**src/rtl/regfile_wport_arb_if.sv**
```systemverilog
// rtl/regfile_wport_arb_if.sv - write-port arbiter signal bundle (WB, LL, ID, RF port)
interface regfile_wport_arb_if #(
   parameter int ADDR_W = 5,
   parameter int DATA_W = 32
);
   logic              wb_we;
   logic [ADDR_W-1:0] wb_waddr;
   logic [DATA_W-1:0] wb_wdata;
   logic              wb_stall_req;
   logic              ll_valid;
   logic [ADDR_W-1:0] ll_waddr;
   logic [DATA_W-1:0] ll_wdata;
   logic              ll_ready;
   logic              iss_valid;
   logic [ADDR_W-1:0] iss_waddr;
   logic              re1;
   logic [ADDR_W-1:0] raddr1;
   logic              re2;
   logic [ADDR_W-1:0] raddr2;
   logic              id_we;
   logic [ADDR_W-1:0] id_waddr;
   logic              id_stall_req;
   logic              rf_we;
   logic [ADDR_W-1:0] rf_waddr;
   logic [DATA_W-1:0] rf_wdata;

   modport master (
      output wb_we, wb_waddr, wb_wdata, ll_valid, ll_waddr, ll_wdata,
             iss_valid, iss_waddr, re1, raddr1, re2, raddr2, id_we, id_waddr,
      input  wb_stall_req, ll_ready, id_stall_req, rf_we, rf_waddr, rf_wdata
   );

   modport slave (
      input  wb_we, wb_waddr, wb_wdata, ll_valid, ll_waddr, ll_wdata,
             iss_valid, iss_waddr, re1, raddr1, re2, raddr2, id_we, id_waddr,
      output wb_stall_req, ll_ready, id_stall_req, rf_we, rf_waddr, rf_wdata
   );
endinterface

```
**src/rtl/regfile_wport_arb.sv**
```systemverilog
// rtl/regfile_wport_arb.sv - register file write-port arbiter with long-latency buffer and scoreboard
module regfile_wport_arb #(
   parameter int REG_NUM    = 32,
   parameter int ADDR_W     = 5,
   parameter int DATA_W     = 32,
   parameter int STARVE_MAX = 4
) (
   input logic                clk,
   input logic                rst,
   regfile_wport_arb_if.slave bus
);
   localparam int CNT_W = $clog2(STARVE_MAX + 1);

   logic               buf_valid;
   logic [ADDR_W-1:0]  buf_waddr;
   logic [DATA_W-1:0]  buf_wdata;
   logic [REG_NUM-1:0] pending;
   logic [CNT_W-1:0]   starve_cnt;

   logic               sat;
   logic               drain;
   logic               stall_wb;
   logic               stall_id;
   logic               ll_hs;
   logic [REG_NUM-1:0] clr;
   logic [REG_NUM-1:0] set;
   logic [REG_NUM-1:0] pe;

   always_comb begin
      sat      = (starve_cnt == CNT_W'(STARVE_MAX));
      drain    = buf_valid & (~bus.wb_we | sat);
      stall_wb = buf_valid & bus.wb_we & sat;
      clr      = drain ? (REG_NUM'(1) << buf_waddr) : '0;
      // Draining register is forwarded by the register file, so it no longer blocks.
      pe       = pending & ~clr;
      stall_id = (bus.re1 & pe[bus.raddr1]) | (bus.re2 & pe[bus.raddr2]) |
                 (bus.iss_valid & pe[bus.iss_waddr]) | (bus.id_we & pe[bus.id_waddr]);
      set      = (bus.iss_valid & ~stall_id & (bus.iss_waddr != '0)) ?
                 (REG_NUM'(1) << bus.iss_waddr) : '0;
      ll_hs    = bus.ll_valid & (~buf_valid | drain);
   end

   always_comb begin
      bus.rf_we        = 1'b0;
      bus.rf_waddr     = bus.wb_waddr;
      bus.rf_wdata     = bus.wb_wdata;
      bus.ll_ready     = 1'b0;
      bus.wb_stall_req = 1'b0;
      bus.id_stall_req = 1'b0;
      if (!rst) begin
         bus.ll_ready     = ~buf_valid | drain;
         bus.wb_stall_req = stall_wb;
         bus.id_stall_req = stall_id;
         // r0 writes from the buffer are dropped here; the drain still frees the entry.
         if (drain) begin
            bus.rf_we    = (buf_waddr != '0);
            bus.rf_waddr = buf_waddr;
            bus.rf_wdata = buf_wdata;
         end else if (bus.wb_we & ~stall_wb) begin
            bus.rf_we    = 1'b1;
         end
      end
   end

   always_ff @(posedge clk) begin
      if (rst) begin
         buf_valid  <= 1'b0;
         buf_waddr  <= '0;
         buf_wdata  <= '0;
         pending    <= '0;
         starve_cnt <= '0;
      end else begin
         if (ll_hs) begin
            buf_valid <= 1'b1;
            buf_waddr <= bus.ll_waddr;
            buf_wdata <= bus.ll_wdata;
         end else if (drain) begin
            buf_valid <= 1'b0;
         end
         if (drain || !buf_valid) begin
            starve_cnt <= '0;
         end else if (!sat) begin
            starve_cnt <= starve_cnt + CNT_W'(1);
         end
         pending <= ((pending & ~clr) | set) & ~REG_NUM'(1);
      end
   end
endmodule

```
**src/flat_wrapper.sv**
```systemverilog
// flat-port wrapper written by rule: the top's interface ports become plain ports
module regfile_wport_arb_flat 
#(
   parameter int REG_NUM    = 32,
   parameter int ADDR_W     = 5,
   parameter int DATA_W     = 32,
   parameter int STARVE_MAX = 4
)
  (clk, rst, bus_wb_we, bus_wb_waddr, bus_wb_wdata, bus_ll_valid, bus_ll_waddr, bus_ll_wdata, bus_iss_valid, bus_iss_waddr, bus_re1, bus_raddr1, bus_re2, bus_raddr2, bus_id_we, bus_id_waddr, bus_wb_stall_req, bus_ll_ready, bus_id_stall_req, bus_rf_we, bus_rf_waddr, bus_rf_wdata);
  regfile_wport_arb_if #(.ADDR_W(ADDR_W), .DATA_W(DATA_W)) bus_i ();
  input logic clk;
  input logic rst;
  input wire logic [$bits(bus_i.wb_we)-1:0] bus_wb_we;
  input wire logic [$bits(bus_i.wb_waddr)-1:0] bus_wb_waddr;
  input wire logic [$bits(bus_i.wb_wdata)-1:0] bus_wb_wdata;
  input wire logic [$bits(bus_i.ll_valid)-1:0] bus_ll_valid;
  input wire logic [$bits(bus_i.ll_waddr)-1:0] bus_ll_waddr;
  input wire logic [$bits(bus_i.ll_wdata)-1:0] bus_ll_wdata;
  input wire logic [$bits(bus_i.iss_valid)-1:0] bus_iss_valid;
  input wire logic [$bits(bus_i.iss_waddr)-1:0] bus_iss_waddr;
  input wire logic [$bits(bus_i.re1)-1:0] bus_re1;
  input wire logic [$bits(bus_i.raddr1)-1:0] bus_raddr1;
  input wire logic [$bits(bus_i.re2)-1:0] bus_re2;
  input wire logic [$bits(bus_i.raddr2)-1:0] bus_raddr2;
  input wire logic [$bits(bus_i.id_we)-1:0] bus_id_we;
  input wire logic [$bits(bus_i.id_waddr)-1:0] bus_id_waddr;
  output wire logic [$bits(bus_i.wb_stall_req)-1:0] bus_wb_stall_req;
  output wire logic [$bits(bus_i.ll_ready)-1:0] bus_ll_ready;
  output wire logic [$bits(bus_i.id_stall_req)-1:0] bus_id_stall_req;
  output wire logic [$bits(bus_i.rf_we)-1:0] bus_rf_we;
  output wire logic [$bits(bus_i.rf_waddr)-1:0] bus_rf_waddr;
  output wire logic [$bits(bus_i.rf_wdata)-1:0] bus_rf_wdata;
  assign bus_i.wb_we = bus_wb_we;
  assign bus_i.wb_waddr = bus_wb_waddr;
  assign bus_i.wb_wdata = bus_wb_wdata;
  assign bus_i.ll_valid = bus_ll_valid;
  assign bus_i.ll_waddr = bus_ll_waddr;
  assign bus_i.ll_wdata = bus_ll_wdata;
  assign bus_i.iss_valid = bus_iss_valid;
  assign bus_i.iss_waddr = bus_iss_waddr;
  assign bus_i.re1 = bus_re1;
  assign bus_i.raddr1 = bus_raddr1;
  assign bus_i.re2 = bus_re2;
  assign bus_i.raddr2 = bus_raddr2;
  assign bus_i.id_we = bus_id_we;
  assign bus_i.id_waddr = bus_id_waddr;
  assign bus_wb_stall_req = bus_i.wb_stall_req;
  assign bus_ll_ready = bus_i.ll_ready;
  assign bus_id_stall_req = bus_i.id_stall_req;
  assign bus_rf_we = bus_i.rf_we;
  assign bus_rf_waddr = bus_i.rf_waddr;
  assign bus_rf_wdata = bus_i.rf_wdata;
  regfile_wport_arb #(.REG_NUM(REG_NUM), .ADDR_W(ADDR_W), .DATA_W(DATA_W), .STARVE_MAX(STARVE_MAX)) u_core (.clk(clk), .rst(rst), .bus(bus_i));
endmodule
```
**config.mk**
```make
export PLATFORM = sky130hd
export DESIGN_NAME = regfile_wport_arb_flat
export DESIGN_NICKNAME = d
export VERILOG_FILES = /design/src/rtl/regfile_wport_arb_if.sv /design/src/rtl/regfile_wport_arb.sv /design/src/flat_wrapper.sv
export SDC_FILE = /design/constraint.sdc
export NUM_CORES = 1
export LEC_CHECK = 0
export CAP_MARGIN = 30
export CELL_PAD_IN_SITES_DETAIL_PLACEMENT = 0
export CELL_PAD_IN_SITES_GLOBAL_PLACEMENT = 2
export CORE_MARGIN = 2
export CORE_UTILIZATION = 28
export CTS_CLUSTER_SIZE = 30
export DETAILED_ROUTE_END_ITERATION = 7
export HOLD_SLACK_MARGIN = 0.1
export PLACE_DENSITY = 0.87
export SLEW_MARGIN = 20
export SYNTH_ARGS = -nofsm -noshare
export SYNTH_HDL_FRONTEND = slang
export SYNTH_SLANG_ARGS = --single-unit
```
**constraint.sdc**
```tcl
create_clock -name clk -period 4.65 [get_ports clk]
set_input_delay 0.6975 -clock clk [delete_from_list [all_inputs] [get_ports clk]]
set_output_delay 0.6975 -clock clk [all_outputs]
set_load 0.01 [all_outputs]
```
* After elaboration in Yosys (flattened, before gate mapping)
Cells that the tools add are included.
** Storage, ports and cells
- Input port bits :: 102
- Logic and storage cells :: 65
- Flip-flop bits (word level) :: 73
** Operators by class
- Add/sub/neg operators :: 1
- Magnitude comparators :: 4
- Shift operators :: 2
- Reductions and logical operators :: 6
- Bitwise logic cells :: 23
- Equality and inequality tests :: 1
- Mux-type cells :: 22
** Operator list (count)
- $mux W32 :: 4
- $shl A1 B5 Y32 const A :: 2
- $and A32 B32 Y32 :: 1
- $not A32 Y32 :: 1
- $or A32 B32 Y32 :: 1
- $lt A5 B6 Y1 const B :: 4
- $bmux W1 S5 :: 4
- $mux W1 :: 12
- $and A1 B1 Y1 :: 11
- $mux W5 :: 2
- $reduce_bool A5 Y1 :: 2
- $or A1 B1 Y1 :: 5
- $not A1 Y1 :: 4
- $add A3 B1 Y3 const B :: 1
- $eq A3 B3 Y1 const B :: 1
- $reduce_bool A2 Y1 :: 1
- $reduce_or A2 Y1 :: 1
- $logic_not A1 Y1 :: 1
- $logic_or A1 B1 Y1 :: 1

* Logic depth before layout (Yosys ltp)
- Depth after elaboration :: 17
- Mapped depth :: 15
- Mapped depth without buffers :: 10

* Least setup slack after synthesis
OpenSTA, ideal clock, no wires.
- Path type :: in2out
- Start point :: input port bus_wb_we
- End point :: output port bus_id_stall_req
- Stages on the path :: 10
- Slack :: 0.872 ns
- Path buffers :: 3
- Arrival time :: 3.081 ns
- Data required time :: 3.953 ns
- Cell sequence :: a21boi_2 buf_2 buf_4 or4_1 a32o_1 a32oi_1 o311ai_1 or4_1 buf_2 o21ba_2
** Between the ends
- Word-level cells in the longest chain between the ends :: 13
- Elaborated cells between the ends (all ways) :: 22
- Those cells by class :: mux: 10; bitwise: 12
** RTL lines
- start: declaration :: RTL line flat_wrapper.sv:13 : input wire logic [$bits(bus_i.wb_we)-1:0] bus_wb_we;
- $not A1 Y1 (*) :: RTL line regfile_wport_arb.sv:31 : drain = buf_valid & (~bus.wb_we | sat);
- $or A1 B1 Y1 (*) :: RTL line regfile_wport_arb.sv:31
- $and A1 B1 Y1 (*) :: RTL line regfile_wport_arb.sv:31
- $mux W32 (*) :: RTL line regfile_wport_arb.sv:33 : clr = drain ? (REG_NUM'(1) << buf_waddr) : '0;
- $not A32 Y32 (*) :: RTL line regfile_wport_arb.sv:35 : pe = pending & ~clr;
- $and A32 B32 Y32 (*) :: RTL line regfile_wport_arb.sv:35
- $bmux W1 S5 :: RTL line regfile_wport_arb.sv:36 : stall_id = (bus.re1 & pe[bus.raddr1]) | (bus.re2 & pe[bus.raddr2]) |
- $mux W1 (not written as such) :: RTL line regfile_wport_arb.sv:36
- $and A1 B1 Y1 :: RTL line regfile_wport_arb.sv:36
- $or A1 B1 Y1 (2 in a row) :: RTL line regfile_wport_arb.sv:36
- $or A1 B1 Y1 (*) :: RTL line regfile_wport_arb.sv:37 : (bus.iss_valid & pe[bus.iss_waddr]) | (bus.id_we & pe[bus.id_waddr]);
- $mux W1 (*) :: RTL line regfile_wport_arb.sv:50 : if (!rst) begin
- end: declaration :: RTL line flat_wrapper.sv:29 : output wire logic [$bits(bus_i.id_stall_req)-1:0] bus_id_stall_req;
Mark *: on every way between the ends. The rest lies on a longest branch, timed or not. The select of a mux whose other input is x is not followed.

* Final worst setup path
Ends and elaborated chain as after synthesis.

==> flow_summary.ini <==
[critical_path]
r2r_cells = 12
slowest_delay_ns = 0.56
slowest_stage = or4_4
path_max_fanout = 8
crit_path_start_kind = input pin
reg2reg_to = u_core.pending[15]
critPathKind = in2out
crit_chain = clkdlybuf4s50_1 > a21boi_4 > buf_4 > o31ai_2 > mux4_2 > nor2_1 > a311oi_1 > a2111oi_2 > or4_4 > o21ba_2 > dlygate4sd2_1
r2r_slack_ns = 1.11
worst_ep_arrival_time_ns = 3.79
timing.rr.start = u_core.starve_cnt[0]
end_kind = output pin
cp.required_ns = 3.95

[timing]
period_needed_ns = 4.49
relSlewSlack = 0.396
final.setup.tns_ns = 0
timing.fmax_mhz = 223
rsz0062_at_grt = no
final-hold-violation-count = 0
finalCritPeriodShare = 0.965
tightest_slew_ns = 0.906
fin_skew_ns = 0.00712
setup_viol = 0
final-max-slew-violation-count = 0
setup_ws_ns = 0.165
finalHoldWorstSlack_ns = 0.459

[floorplanning]
dieArea_sq_um = 19100
coreArea_sq_um = 17800
start_util = 0.283
fp-row-count = 49
pin_count = 143
die_h_microns = 138
dieWidth_microns = 138

[routing]
drt-pass1-iter-count = 5
antenna_left = 0
routedWlPerCell_microns = 19.8
wl_mm = 19.5
drtIter0Drc = 461
drc_errors = 0
vias = 5307
via_per_inst = 5.39

[min_path]
hold_class = reg2reg
whs_endpoint = u_core.buf_wdata[3]
hp-start = u_core.buf_wdata[3]
whs_path_depth = 2

[synthesis]
synth_edf_count = 0
yosysWarnings = 0
yosysTopAreaCell = dfxtp_1
syn_avg_cell_area_sq_um = 8.65
syn_nets = 687
synthCells = 583
synth_top_area_frac = 0.286
yosysSeqAreaShare = 0.286
synth_area_sq_um = 5040
async_flop_share = 0
synth_area_leaders = dfxtp_1 29%, mux2_2 9.6%, nand2_1 6.6%
ys_ff_latch = 72
synthFlopType = dfxtp_1
synth_cell_types = 63

[cells_and_area]
syn_to_final_growth_pct = 47.4
drive_above_1_share = 0.275
fill_cells = 1737
fin_nets = 855
seq_area_sq_um = 1440
multi_input_area_sq_um = 3400
design_area_sq_um = 7430
diodes = 0

[placement]
port_buffers = 142
pre_cts_ws_ns = -0.409
postPlaceCellArea_sq_um = 7020
gp_congestion = 0.964
dp_hpwl_mm = 14.7

[cts]
clk_latency_ns = 0.34
cts_max_level = 3
cts_tree = yes
numCtsBuffers = 9
clockBufferDepth = 2
cts_sinks = 72
clk_pin_slew_worst_paths_ns = 0.06
cts-root-buf = clkbuf_16

[global_routing]
grt_usage = 0.202
grt_pass1_wl_mm = 30.6
grt_max_degree = 77
antenna_found_initial = 0
grt_pass1_vias = 5224
grt_overflow = 0

[power]
power.density_nw_per_um2 = 245
p_leak_nw = 2.62
ir_drop_mv = 0.175
p_total_mw = 1.82

[outcome]
status = finished, final reports clean

[run]
maxCapViolations = 0
-- logic make-up after synthesis --
logic type      count (synthesis)  synth area share
xor+xnor                        2           0.00347
compound gates                149             0.239
mux                            75             0.194
simple gates                  219             0.215
flops                          72             0.286
fa+ha+maj                       2           0.00496
buf+inv                        64            0.0571
-- state kept, by name, summed over array words and instances, names as in the netlist --
signal	cells
u_core.buf_valid	1
u_core.buf_waddr	5
u_core.buf_wdata	32
u_core.pending	31
u_core.starve_cnt	3
-- where the power goes --
part | switching (mW) | internal [mW]
registers | 0.0186 | 0.639
logic | 0.199 | 0.210
clock network | 0.279 | 0.473
total | 0.497 | 1.32
-- final cells by class --
| type | count | area share |
|---|---|---|
| Sequential cell | 72 | 0.194 |
| Clock inverter | 6 | 0.0121 |
| Timing Repair Buffer | 210 | 0.262 |
| Inverter | 11 | 0.00555 |
| Tap cell | 229 | 0.0385 |
| Multi-Input combinational cell | 447 | 0.457 |
| Clock buffer | 10 | 0.0308 |
-- repair_timing --
| action | 4_1_cts | 5_1_grt |
|---|---|---|
| hold buffers | 0 | 0 |
| setup endpoints to repair | 1 | 0 |
| resized for setup | 16 | 0 |
| buffers inserted | 2 | 0 |
-- through the flow --
step,util,std cells
after global routing,0.417,985
after detailed placement,0.393,967
after floorplan,-,583
final,0.417,985
after global placement,0.392,966
after CTS,0.417,985
-- worst max-delay path: cells and delay by family --
family	cells	cell delay, ns
multiplexers	1	0.31
buffers and inverters	3	0.92
AND/OR/NAND/NOR	2	0.60
AO/OA/AOI/OAI	5	1.26
-- cells in the final DEF (no fill, tap or decap), types with 13 or more instances in the layout --
master,synthesis,final
mux2i_1,18,18
clkdlybuf4s50_1,0,140
a21oi_1,42,42
mux4_2,14,14
nand2_1,88,88
dfxtp_1,72,72
nand3_1,38,38
o31ai_1,18,13
o22ai_2,18,18
buf_4,3,64
nor2_1,25,25
mux2_2,43,43
o31ai_2,12,13
-- metal layers --
layer  part of all wire  GRT usage
met5                  0          0
met4              0.014     0.0537
met3               0.11     0.0724
met2               0.44      0.312
met1               0.44      0.269
-- worst max-delay path by stage --
stage,slack [ns],endpoint,cells past startpoint,start
after global routing,0.02,bus_id_stall_req,11,bus_wb_we
final,0.16,bus_id_stall_req,11,bus_wb_we
after global placement,-0.43,bus_id_stall_req,11,bus_wb_we
after floorplan,0.87,bus_id_stall_req,10,bus_wb_we
after CTS,0.21,bus_id_stall_req,11,bus_wb_we
after detailed placement,-0.41,bus_id_stall_req,11,bus_wb_we
-- cell usage after synthesis, drive strengths merged (2+ instances only) --
| library cell | instances |
|---|---|
| or3b | 5 |
| nand2 | 88 |
| or3 | 3 |
| o22a | 2 |
| dfxtp | 72 |
| nand3 | 38 |
| o311a | 2 |
| o21ai | 19 |
| or2 | 10 |
| o211ai | 2 |
| inv | 10 |
| nor2 | 25 |
| mux2 | 43 |
| a2111oi | 3 |
| nor2b | 6 |
| a211oi | 7 |
| nor3 | 10 |
| o31a | 3 |
| a21oi | 42 |
| and3 | 4 |
| o22ai | 23 |
| nand3b | 9 |
| nor3b | 6 |
| mux4 | 14 |
| ha | 2 |
| and2 | 2 |
| buf | 21 |
| nand2b | 4 |
| or4 | 4 |
| mux2i | 18 |
| clkbuf | 32 |
| o31ai | 32 |
| nor4 | 2 |
| o311ai | 2 |
Note: power is estimated with default switching activity, not from simulation.
